--- src/rtl/div_operand_sequencer_if.sv ---
// Bundle of the operand, result and divider-side buses around div_operand_sequencer.
// slave is the sequencer's view; master is the environment (producer, consumer, divider).
interface div_operand_sequencer_if #(
  parameter int unsigned WIDTH = 16
);
  logic             in_valid;
  logic             in_ready;
  logic [WIDTH-1:0] in_dividend;
  logic [WIDTH-1:0] in_divisor;
  logic             out_valid;
  logic             out_ready;
  logic [WIDTH-1:0] out_quot;
  logic [WIDTH-1:0] out_rem;
  logic             out_dbz;
  logic             out_timeout;
  logic             busy;
  logic             div_start;
  logic [WIDTH-1:0] div_data;
  logic             div_done;
  logic [WIDTH-1:0] div_quot;
  logic [WIDTH-1:0] div_rem;

  modport slave (
    input  in_valid, in_dividend, in_divisor, out_ready, div_done, div_quot, div_rem,
    output in_ready, out_valid, out_quot, out_rem, out_dbz, out_timeout, busy,
           div_start, div_data
  );

  modport master (
    output in_valid, in_dividend, in_divisor, out_ready, div_done, div_quot, div_rem,
    input  in_ready, out_valid, out_quot, out_rem, out_dbz, out_timeout, busy,
           div_start, div_data
  );
endinterface

--- src/rtl/div_operand_sequencer.sv ---
// Feeds a repeated-subtraction divider: serialises divisor then dividend onto div_data,
// pulses start, collects the result; traps divide-by-zero and aborts on timeout.
module div_operand_sequencer #(
  parameter int unsigned WIDTH    = 16,
  parameter int unsigned LOAD_CYC = 2,
  parameter int unsigned TIMEOUT  = 70000,
  parameter int unsigned TO_W     = 17
) (
  input  logic                   clk,
  input  logic                   rst_n,
  div_operand_sequencer_if.slave bus
);
  localparam int unsigned     LC_W    = (LOAD_CYC > 1) ? $clog2(LOAD_CYC) : 1;
  localparam logic [LC_W-1:0] LC_LAST = LC_W'(LOAD_CYC - 1);
  localparam logic [TO_W-1:0] TO_LAST = TO_W'(TIMEOUT - 1);

  typedef enum logic [2:0] {
    S_IDLE,
    S_LD_DVS,
    S_LD_DVD,
    S_WAIT,
    S_RESP
  } state_t;

  state_t           r_state;
  state_t           w_state_nxt;
  logic [LC_W-1:0]  r_ld_cnt;
  logic [TO_W-1:0]  r_to_cnt;
  logic [WIDTH-1:0] r_dividend;
  logic             r_div_start;
  logic [WIDTH-1:0] r_div_data;
  logic             r_out_valid;
  logic             r_out_dbz;
  logic             r_out_timeout;
  logic [WIDTH-1:0] r_out_quot;
  logic [WIDTH-1:0] r_out_rem;
  logic             w_accept;
  logic             w_dbz;
  logic             w_ld_last;
  logic             w_to_hit;

  assign w_accept  = bus.in_valid && (r_state == S_IDLE);
  assign w_dbz     = (bus.in_divisor == '0);
  assign w_ld_last = (r_ld_cnt == LC_LAST);
  assign w_to_hit  = (r_to_cnt == TO_LAST);

  always_comb begin
    w_state_nxt = r_state;
    unique case (r_state)
      S_IDLE:   if (w_accept) w_state_nxt = w_dbz ? S_RESP : S_LD_DVS;
      S_LD_DVS: if (w_ld_last) w_state_nxt = S_LD_DVD;
      S_LD_DVD: if (w_ld_last) w_state_nxt = S_WAIT;
      S_WAIT:   if (bus.div_done || w_to_hit) w_state_nxt = S_RESP;
      S_RESP:   if (bus.out_ready) w_state_nxt = S_IDLE;
      default:  w_state_nxt = S_IDLE;
    endcase
  end

  always_ff @(posedge clk or negedge rst_n) begin
    if (!rst_n) r_state <= S_IDLE;
    else        r_state <= w_state_nxt;
  end

  // Counters restart on every state change, so both begin at zero on entry.
  always_ff @(posedge clk or negedge rst_n) begin
    if (!rst_n) begin
      r_ld_cnt <= '0;
      r_to_cnt <= '0;
    end else begin
      if (r_state != w_state_nxt)
        r_ld_cnt <= '0;
      else if (r_state == S_LD_DVS || r_state == S_LD_DVD)
        r_ld_cnt <= r_ld_cnt + LC_W'(1);
      if (r_state == S_WAIT && w_state_nxt == S_WAIT)
        r_to_cnt <= r_to_cnt + TO_W'(1);
      else
        r_to_cnt <= '0;
    end
  end

  always_ff @(posedge clk or negedge rst_n) begin
    if (!rst_n) begin
      r_dividend    <= '0;
      r_div_start   <= 1'b0;
      r_div_data    <= '0;
      r_out_valid   <= 1'b0;
      r_out_dbz     <= 1'b0;
      r_out_timeout <= 1'b0;
      r_out_quot    <= '0;
      r_out_rem     <= '0;
    end else begin
      r_div_start <= 1'b0;
      r_out_valid <= (w_state_nxt == S_RESP);
      unique case (r_state)
        S_IDLE: begin
          if (w_accept) begin
            r_dividend <= bus.in_dividend;
            if (w_dbz) begin
              r_out_dbz     <= 1'b1;
              r_out_timeout <= 1'b0;
              r_out_quot    <= '1;
              r_out_rem     <= bus.in_dividend;
            end else begin
              // div_data itself holds the captured divisor through LD_DVS
              r_div_start <= 1'b1;
              r_div_data  <= bus.in_divisor;
            end
          end
        end
        S_LD_DVS: if (w_ld_last) r_div_data <= r_dividend;
        S_WAIT: begin
          if (bus.div_done) begin
            r_out_quot    <= bus.div_quot;
            r_out_rem     <= bus.div_rem;
            r_out_dbz     <= 1'b0;
            r_out_timeout <= 1'b0;
          end else if (w_to_hit) begin
            r_out_quot    <= '0;
            r_out_rem     <= '0;
            r_out_dbz     <= 1'b0;
            r_out_timeout <= 1'b1;
          end
        end
        S_RESP: begin
          if (bus.out_ready) begin
            r_out_dbz     <= 1'b0;
            r_out_timeout <= 1'b0;
            r_div_data    <= '0;
          end
        end
        default: ;
      endcase
    end
  end

  assign bus.in_ready    = (r_state == S_IDLE);
  assign bus.busy        = (r_state != S_IDLE);
  assign bus.div_start   = r_div_start;
  assign bus.div_data    = r_div_data;
  assign bus.out_valid   = r_out_valid;
  assign bus.out_dbz     = r_out_dbz;
  assign bus.out_timeout = r_out_timeout;
  assign bus.out_quot    = r_out_quot;
  assign bus.out_rem     = r_out_rem;
endmodule

--- src/flat_wrapper.sv ---
// flat-port wrapper written by rule: the top's interface ports become plain ports
module div_operand_sequencer_flat 
#(
  parameter int unsigned WIDTH    = 16,
  parameter int unsigned LOAD_CYC = 2,
  parameter int unsigned TIMEOUT  = 70000,
  parameter int unsigned TO_W     = 17
)
  (clk, rst_n, bus_in_valid, bus_in_dividend, bus_in_divisor, bus_out_ready, bus_div_done, bus_div_quot, bus_div_rem, bus_in_ready, bus_out_valid, bus_out_quot, bus_out_rem, bus_out_dbz, bus_out_timeout, bus_busy, bus_div_start, bus_div_data);
  div_operand_sequencer_if #(.WIDTH(WIDTH)) bus_i ();
  input  logic clk;
  input  logic rst_n;
  input wire logic [$bits(bus_i.in_valid)-1:0] bus_in_valid;
  input wire logic [$bits(bus_i.in_dividend)-1:0] bus_in_dividend;
  input wire logic [$bits(bus_i.in_divisor)-1:0] bus_in_divisor;
  input wire logic [$bits(bus_i.out_ready)-1:0] bus_out_ready;
  input wire logic [$bits(bus_i.div_done)-1:0] bus_div_done;
  input wire logic [$bits(bus_i.div_quot)-1:0] bus_div_quot;
  input wire logic [$bits(bus_i.div_rem)-1:0] bus_div_rem;
  output wire logic [$bits(bus_i.in_ready)-1:0] bus_in_ready;
  output wire logic [$bits(bus_i.out_valid)-1:0] bus_out_valid;
  output wire logic [$bits(bus_i.out_quot)-1:0] bus_out_quot;
  output wire logic [$bits(bus_i.out_rem)-1:0] bus_out_rem;
  output wire logic [$bits(bus_i.out_dbz)-1:0] bus_out_dbz;
  output wire logic [$bits(bus_i.out_timeout)-1:0] bus_out_timeout;
  output wire logic [$bits(bus_i.busy)-1:0] bus_busy;
  output wire logic [$bits(bus_i.div_start)-1:0] bus_div_start;
  output wire logic [$bits(bus_i.div_data)-1:0] bus_div_data;
  assign bus_i.in_valid = bus_in_valid;
  assign bus_i.in_dividend = bus_in_dividend;
  assign bus_i.in_divisor = bus_in_divisor;
  assign bus_i.out_ready = bus_out_ready;
  assign bus_i.div_done = bus_div_done;
  assign bus_i.div_quot = bus_div_quot;
  assign bus_i.div_rem = bus_div_rem;
  assign bus_in_ready = bus_i.in_ready;
  assign bus_out_valid = bus_i.out_valid;
  assign bus_out_quot = bus_i.out_quot;
  assign bus_out_rem = bus_i.out_rem;
  assign bus_out_dbz = bus_i.out_dbz;
  assign bus_out_timeout = bus_i.out_timeout;
  assign bus_busy = bus_i.busy;
  assign bus_div_start = bus_i.div_start;
  assign bus_div_data = bus_i.div_data;
  div_operand_sequencer #(.WIDTH(WIDTH), .LOAD_CYC(LOAD_CYC), .TIMEOUT(TIMEOUT), .TO_W(TO_W)) u_core (.clk(clk), .rst_n(rst_n), .bus(bus_i));
endmodule
--- config.mk ---
export PLATFORM = sky130hd
export DESIGN_NAME = div_operand_sequencer_flat
export DESIGN_NICKNAME = d
export VERILOG_FILES = /design/src/rtl/div_operand_sequencer_if.sv /design/src/rtl/div_operand_sequencer.sv /design/src/flat_wrapper.sv
export SDC_FILE = /design/constraint.sdc
export NUM_CORES = 1
export LEC_CHECK = 0
export CAP_MARGIN = 10
export CORE_ASPECT_RATIO = 1.1
export CORE_MARGIN = 10
export CORE_UTILIZATION = 44
export DETAILED_ROUTE_END_ITERATION = 8
export PLACE_DENSITY = 0.82
export SYNTH_ARGS = -nofsm -noshare
export SYNTH_HDL_FRONTEND = slang
export SYNTH_SLANG_ARGS = --single-unit
--- constraint.sdc ---
create_clock -name clk -period 2.2 [get_ports clk]
set_input_delay 0.66 -clock clk [delete_from_list [all_inputs] [get_ports clk]]
set_output_delay 0.66 -clock clk [all_outputs]
set_load 0.1 [all_outputs]
# [After elaboration in Yosys (flattened, before gate mapping)]
# Index checks and enable logic that the tools add are counted.
[word_totals] word_cells=80 output_inout_bits=54 register_bits=89
[classes] n_addsub=2 n_eq_ne=14 mux=38 reduce_logical=15
[ops] cell="$mux 16" count=11
[ops] cell="$pmux 16 s2" count=2
[ops] cell="$pmux 16 s3" count=1
[ops] cell="$mux 3" count=6
[ops] cell="$add 17x1->17 const B" count=1
[ops] cell="$eq 17x17->1 const B" count=1
[ops] cell="$mux 17" count=1
[ops] cell="$logic_not 16->1" count=1
[ops] cell="$pmux 3 s5" count=1
[ops] cell="$mux 1" count=14
[ops] cell="$reduce_and 5->1" count=2
[ops] cell="$eq 3x2->1 const B" count=3
[ops] cell="$reduce_bool 3->1" count=3
[ops] cell="$eq 3x3->1 const B" count=2
[ops] cell="$ne 2x1->1 const B" count=3
[ops] cell="$pmux 1 s3" count=2
[ops] cell="$ne 2x2->1 const B" count=2
[ops] cell="$reduce_and 4->1" count=1
[ops] cell="$reduce_bool 2->1" count=2
[ops] cell="$eq 3x1->1 const B" count=1
[ops] cell="$logic_not 3->1" count=1
[ops] cell="$ne 3x2->1 const B" count=1
[ops] cell="$ne 3x3->1" count=1
[ops] cell="$logic_and 1x1->1" count=2
[ops] cell="3 further kinds" count=4

# [Logic depth before layout (Yosys ltp)]
[logic_depth] ltp_word=7 depth_mapped=7 mapped_depth_nobuf=5

# [Worst setup path before layout]
# Ideal clock, no wire load.
[synth_path] path_type="flip-flop to output port" from="register u_core.r_state[0]" to="output port bus_in_ready" required_ns=1.540 arrival_time_ns=2.229 stages_incl_launch_ff=5 slack_ns=-0.689 n_path_buf=2 path_cell_list="dfrtp_1 > buf_4 > clkbuf_1 > or3_1 > inv_1"
[synth_between] elab_chain_len=1
[synth_rtl] element="from (decl)" line="div_operand_sequencer.sv:25" text="state_t r_state;"
[synth_rtl] element="from (signal assigned)" line="div_operand_sequencer.sv:61" text="else r_state <= w_state_nxt;"
[synth_rtl] element="$logic_not 3->1" line="div_operand_sequencer.sv:136" text="assign bus.in_ready = (r_state == S_IDLE);"
[synth_rtl] element="to (decl)" line="flat_wrapper.sv:20" text="output wire logic [$bits(bus_i.in_ready)-1:0] bus_in_ready;"
# No other way between the ends.

# [Final worst setup path]
[layout_path] from="input port bus_in_divisor[14]" to="register u_core.r_out_rem[1], in the netlist u_core.bus.out_rem[1]"
[layout_between] elab_chain_len=3
[layout_rtl] element="from (decl)" line="flat_wrapper.sv:15" text="input wire logic [$bits(bus_i.in_divisor)-1:0] bus_in_divisor;"
[layout_rtl] element="$logic_not 16->1" line="div_operand_sequencer.sv:43" text="assign w_dbz = (bus.in_divisor == '0);"
[layout_rtl] element="$ne 2x1->1 (no source line)"
[layout_rtl] element="$reduce_and 4->1 (no source line)"
[layout_rtl] element="to (signal assigned)" line="div_operand_sequencer.sv:102" text="r_out_rem <= bus.in_dividend;"
[layout_rtl] element="to (signal assigned)" line="div_operand_sequencer.sv:114" text="r_out_rem <= bus.div_rem;"
[layout_rtl] element="to (decl)" line="div_operand_sequencer.sv:36" text="logic [WIDTH-1:0] r_out_rem;"
# No other way between the ends.
# A chain may end at the register's enable or synchronous reset.

==> results.yml <==
pwr:
  p_leak_nw: 2.81
  powerDensity_nw_per_um2: 1670
  ir_worst_vdd_uv: 1350
clock_tree:
  numCtsBuffers: 9
  root_buffer: "clkbuf_8"
  clk_latency_ps: 350
  clkTransAtPathRegs_ps: 80
  cts_hold_buf: 0
  clock-sinks: 89
  cts_tree: "done"
  htreeDepth: 3
  clk_path_buf_depth: 2
yosys:
  syn_avg_cell_area_um2: 9.98
  synth_ff_type: "dfrtp_1"
  yosysSeqAreaShare_pct: 49.8
  synth-edff-count: 0
  synth-seq-cells: 89
  synth.most_common_cell: "dfrtp_1"
  ys_async_sr_fraction_pct: 100
  syn_inst: 448
  synthesis.nets: 518
  synth.area.top_cells: "dfrtp_1 (50%), mux2_2 (10%), o21ai_0 (6.4%)"
  ys_warn_count: 0
  synth.distinct_cells: 44
  netlist.area_leader.share_pct: 49.8
  synthTopCellsByCount: "dfrtp_1 (89), o21ai_0 (57), nand2_1 (56), a21oi_1 (41), mux2_2 (41)"
  yosysTopAreaCell: "dfrtp_1"
  mappedNetlistArea_um2: 4470
drt:
  via_per_inst: 5.53
  drt_first_pass_iters: 4
  drt-met1-wl_um: 5370
  vias: 4056
  wl_met2_um: 6850
  drc_errors: 0
  drt.antenna.violating_nets: 0
  drt_iter0_drc: 289
  wl_met3_um: 776
  top_layer_used: "met4"
  post_drt_wl_per_cell_um: 18.2
  drt_wl_total_um: 13300
floorplan:
  core_area_um2: 9890
  fp.dieH_um: 126
  die_area_um2: 14600
  boundaryPins: 123
  fp-row-count: 38
  die_w_um: 116
  start_util_pct: 45.2
placement:
  gp_congestion: 0.855
  dp_hpwl_um: 9960
  io_buffer_count: 122
  dpl-instance-area_um2: 6030
hold_path:
  hold_class: "primary input to asynchronous set/reset pin"
final_layout:
  fin_nets: 679
  fillCellCount: 778
  syn_to_final_growth_pct: 43.1
  insertedDiodeCount: 0
  utilization_pct: 64.7
  postLayoutCellArea_um2: 6400
  layout-drive-gt1-share_pct: 31.6
critical_path:
  setup.worst_path.start_class: "primary input"
  cp_max_fo: 11
  regToRegSetupSlack_ps: -40
  required_ps: 2440
  cp.arrival_ps: 2520
  end_kind: "register"
  crit_type: "primary input to register"
timing:
  setup_viol: 25
  fmax_mhz: 438
  tightestPinTransition_ps: 691
  finalHoldViolCount: 0
  finalClockSkew_ps: 8.63
  rsz0062_at_grt: "yes"
  setup_ws_ps: -83.8
  finalMaxSlewViolations: 0
  slew_headroom_pct: 53.8
  fin_crit_sh_pct: 104
  fin_crit_ps: 2280
global_routing:
  grt_start_max_net_pins: 90
  grt_first_pass_wirelength_um: 21200
  grt_usage_pct: 18.1
  antenna_found_initial: 0
  grt_remaining_overflow: 0
  grt_pass1_vias: 4235
run_status:
  status: "finished, violations left"
  violations: "setup timing"
run:
  maxCapViolCount: 0
[kinds of logic after synthesis]
family | share of synthesized area, %
compound gates | 13.9
simple gates | 17.3
flops | 49.8
mux | 12.9
buf+inv | 3.83
fa+ha+maj | 0.280
xor+xnor | 1.96
[stage by stage]
step	std cells	power [mW]	hold slack (ps)	setup slack, ps	TNS, ps
2_1_floorplan	448	7.68	364	-34.6	-184
3_3_place_gp	710	9.23	468	-438	-18330
3_5_place_dp	710	9.39	490	-520	-23090
4_1_cts	729	10.6	347	-50.7	-548
5_1_grt	733	11.1	371	-90.8	-1310
6_report	733	10.7	340	-83.8	-1180
[worst max-delay path: stages]
cell and delay [ps]:
clkdlybuf4s50_1 430, nor4_1 350, and4_4 310, buf_4 130, o2bb2ai_4 130, buf_12 160, mux2_2 330
[state kept, by name (all words and copies together), names as in the netlist, 3 cells and up]
register             flops
u_core.r_to_cnt         17
u_core.bus.div_data     16
u_core.bus.out_quot     16
u_core.bus.out_rem      16
u_core.r_dividend       16
u_core.r_state           3
[power by group]
group          internal (mW)  total (mW)  switching [mW]
Clock                  0.642        1.19           0.546
Sequential              2.27        2.71           0.435
Combinational           1.96        6.80            4.84
Total                   4.87        10.7            5.82
[cell usage in the layout, fill, tap and decap left out, types with 9 or more instances in the layout]
| cell type | n |
|---|---|
| clkbuf_8 | 13 |
| a21oi_1 | 41 |
| clkdlybuf4s50_1 | 67 |
| buf_4 | 100 |
| nand2_1 | 56 |
| o21ai_0 | 50 |
| nor2b_1 | 19 |
| xor2_1 | 9 |
| nor2_1 | 19 |
| mux2_2 | 40 |
| dfrtp_1 | 88 |
| nand3_1 | 21 |
[per-layer routing]
layer | vias to the layer above | track usage (%)
met4 | 0 | 9.29
met3 | 22 | 4.27
met2 | 141 | 30.5
li1 | 1909 | -
met1 | 1984 | 21.0
met5 | - | 0
[worst paths after layout]
path	cells after the start	to	startpoint
max	7	u_core.bus.out_rem[1]	bus_in_divisor[14]
min	2	u_core.bus.div_data[2]	rst_n
min reg2reg	1	u_core.r_to_cnt[0]	u_core.r_to_cnt[0]
min in group clk	1	u_core.r_to_cnt[0]	u_core.r_to_cnt[0]
max reg2reg	5	u_core.bus.out_rem[1]	u_core.r_to_cnt[4]
max in group asynchronous	2	u_core.r_state[1]	rst_n
[repair_timing]
action / 4_1_cts / 5_1_grt
gates resized for setup: 5 / 18
hold endpoints to repair: 0 / 0
pin swaps: 3 / 6
setup endpoints to repair: 37 / 55
setup buffers: 4 / 3
cloned: 0 / 2
[final cells by class]
type	count	area, um^2	area share (%)
sequential	89	2230	34.8
multi-input combinational	325	2130	33.4
timing repair buffer	180	1650	25.8
clock buffer	13	179	2.80
tap	120	150	2.35
clock inverter	2	35.0	0.548
inverter	4	18.8	0.293
No activity file was read; power rests on OpenSTA's default activity.
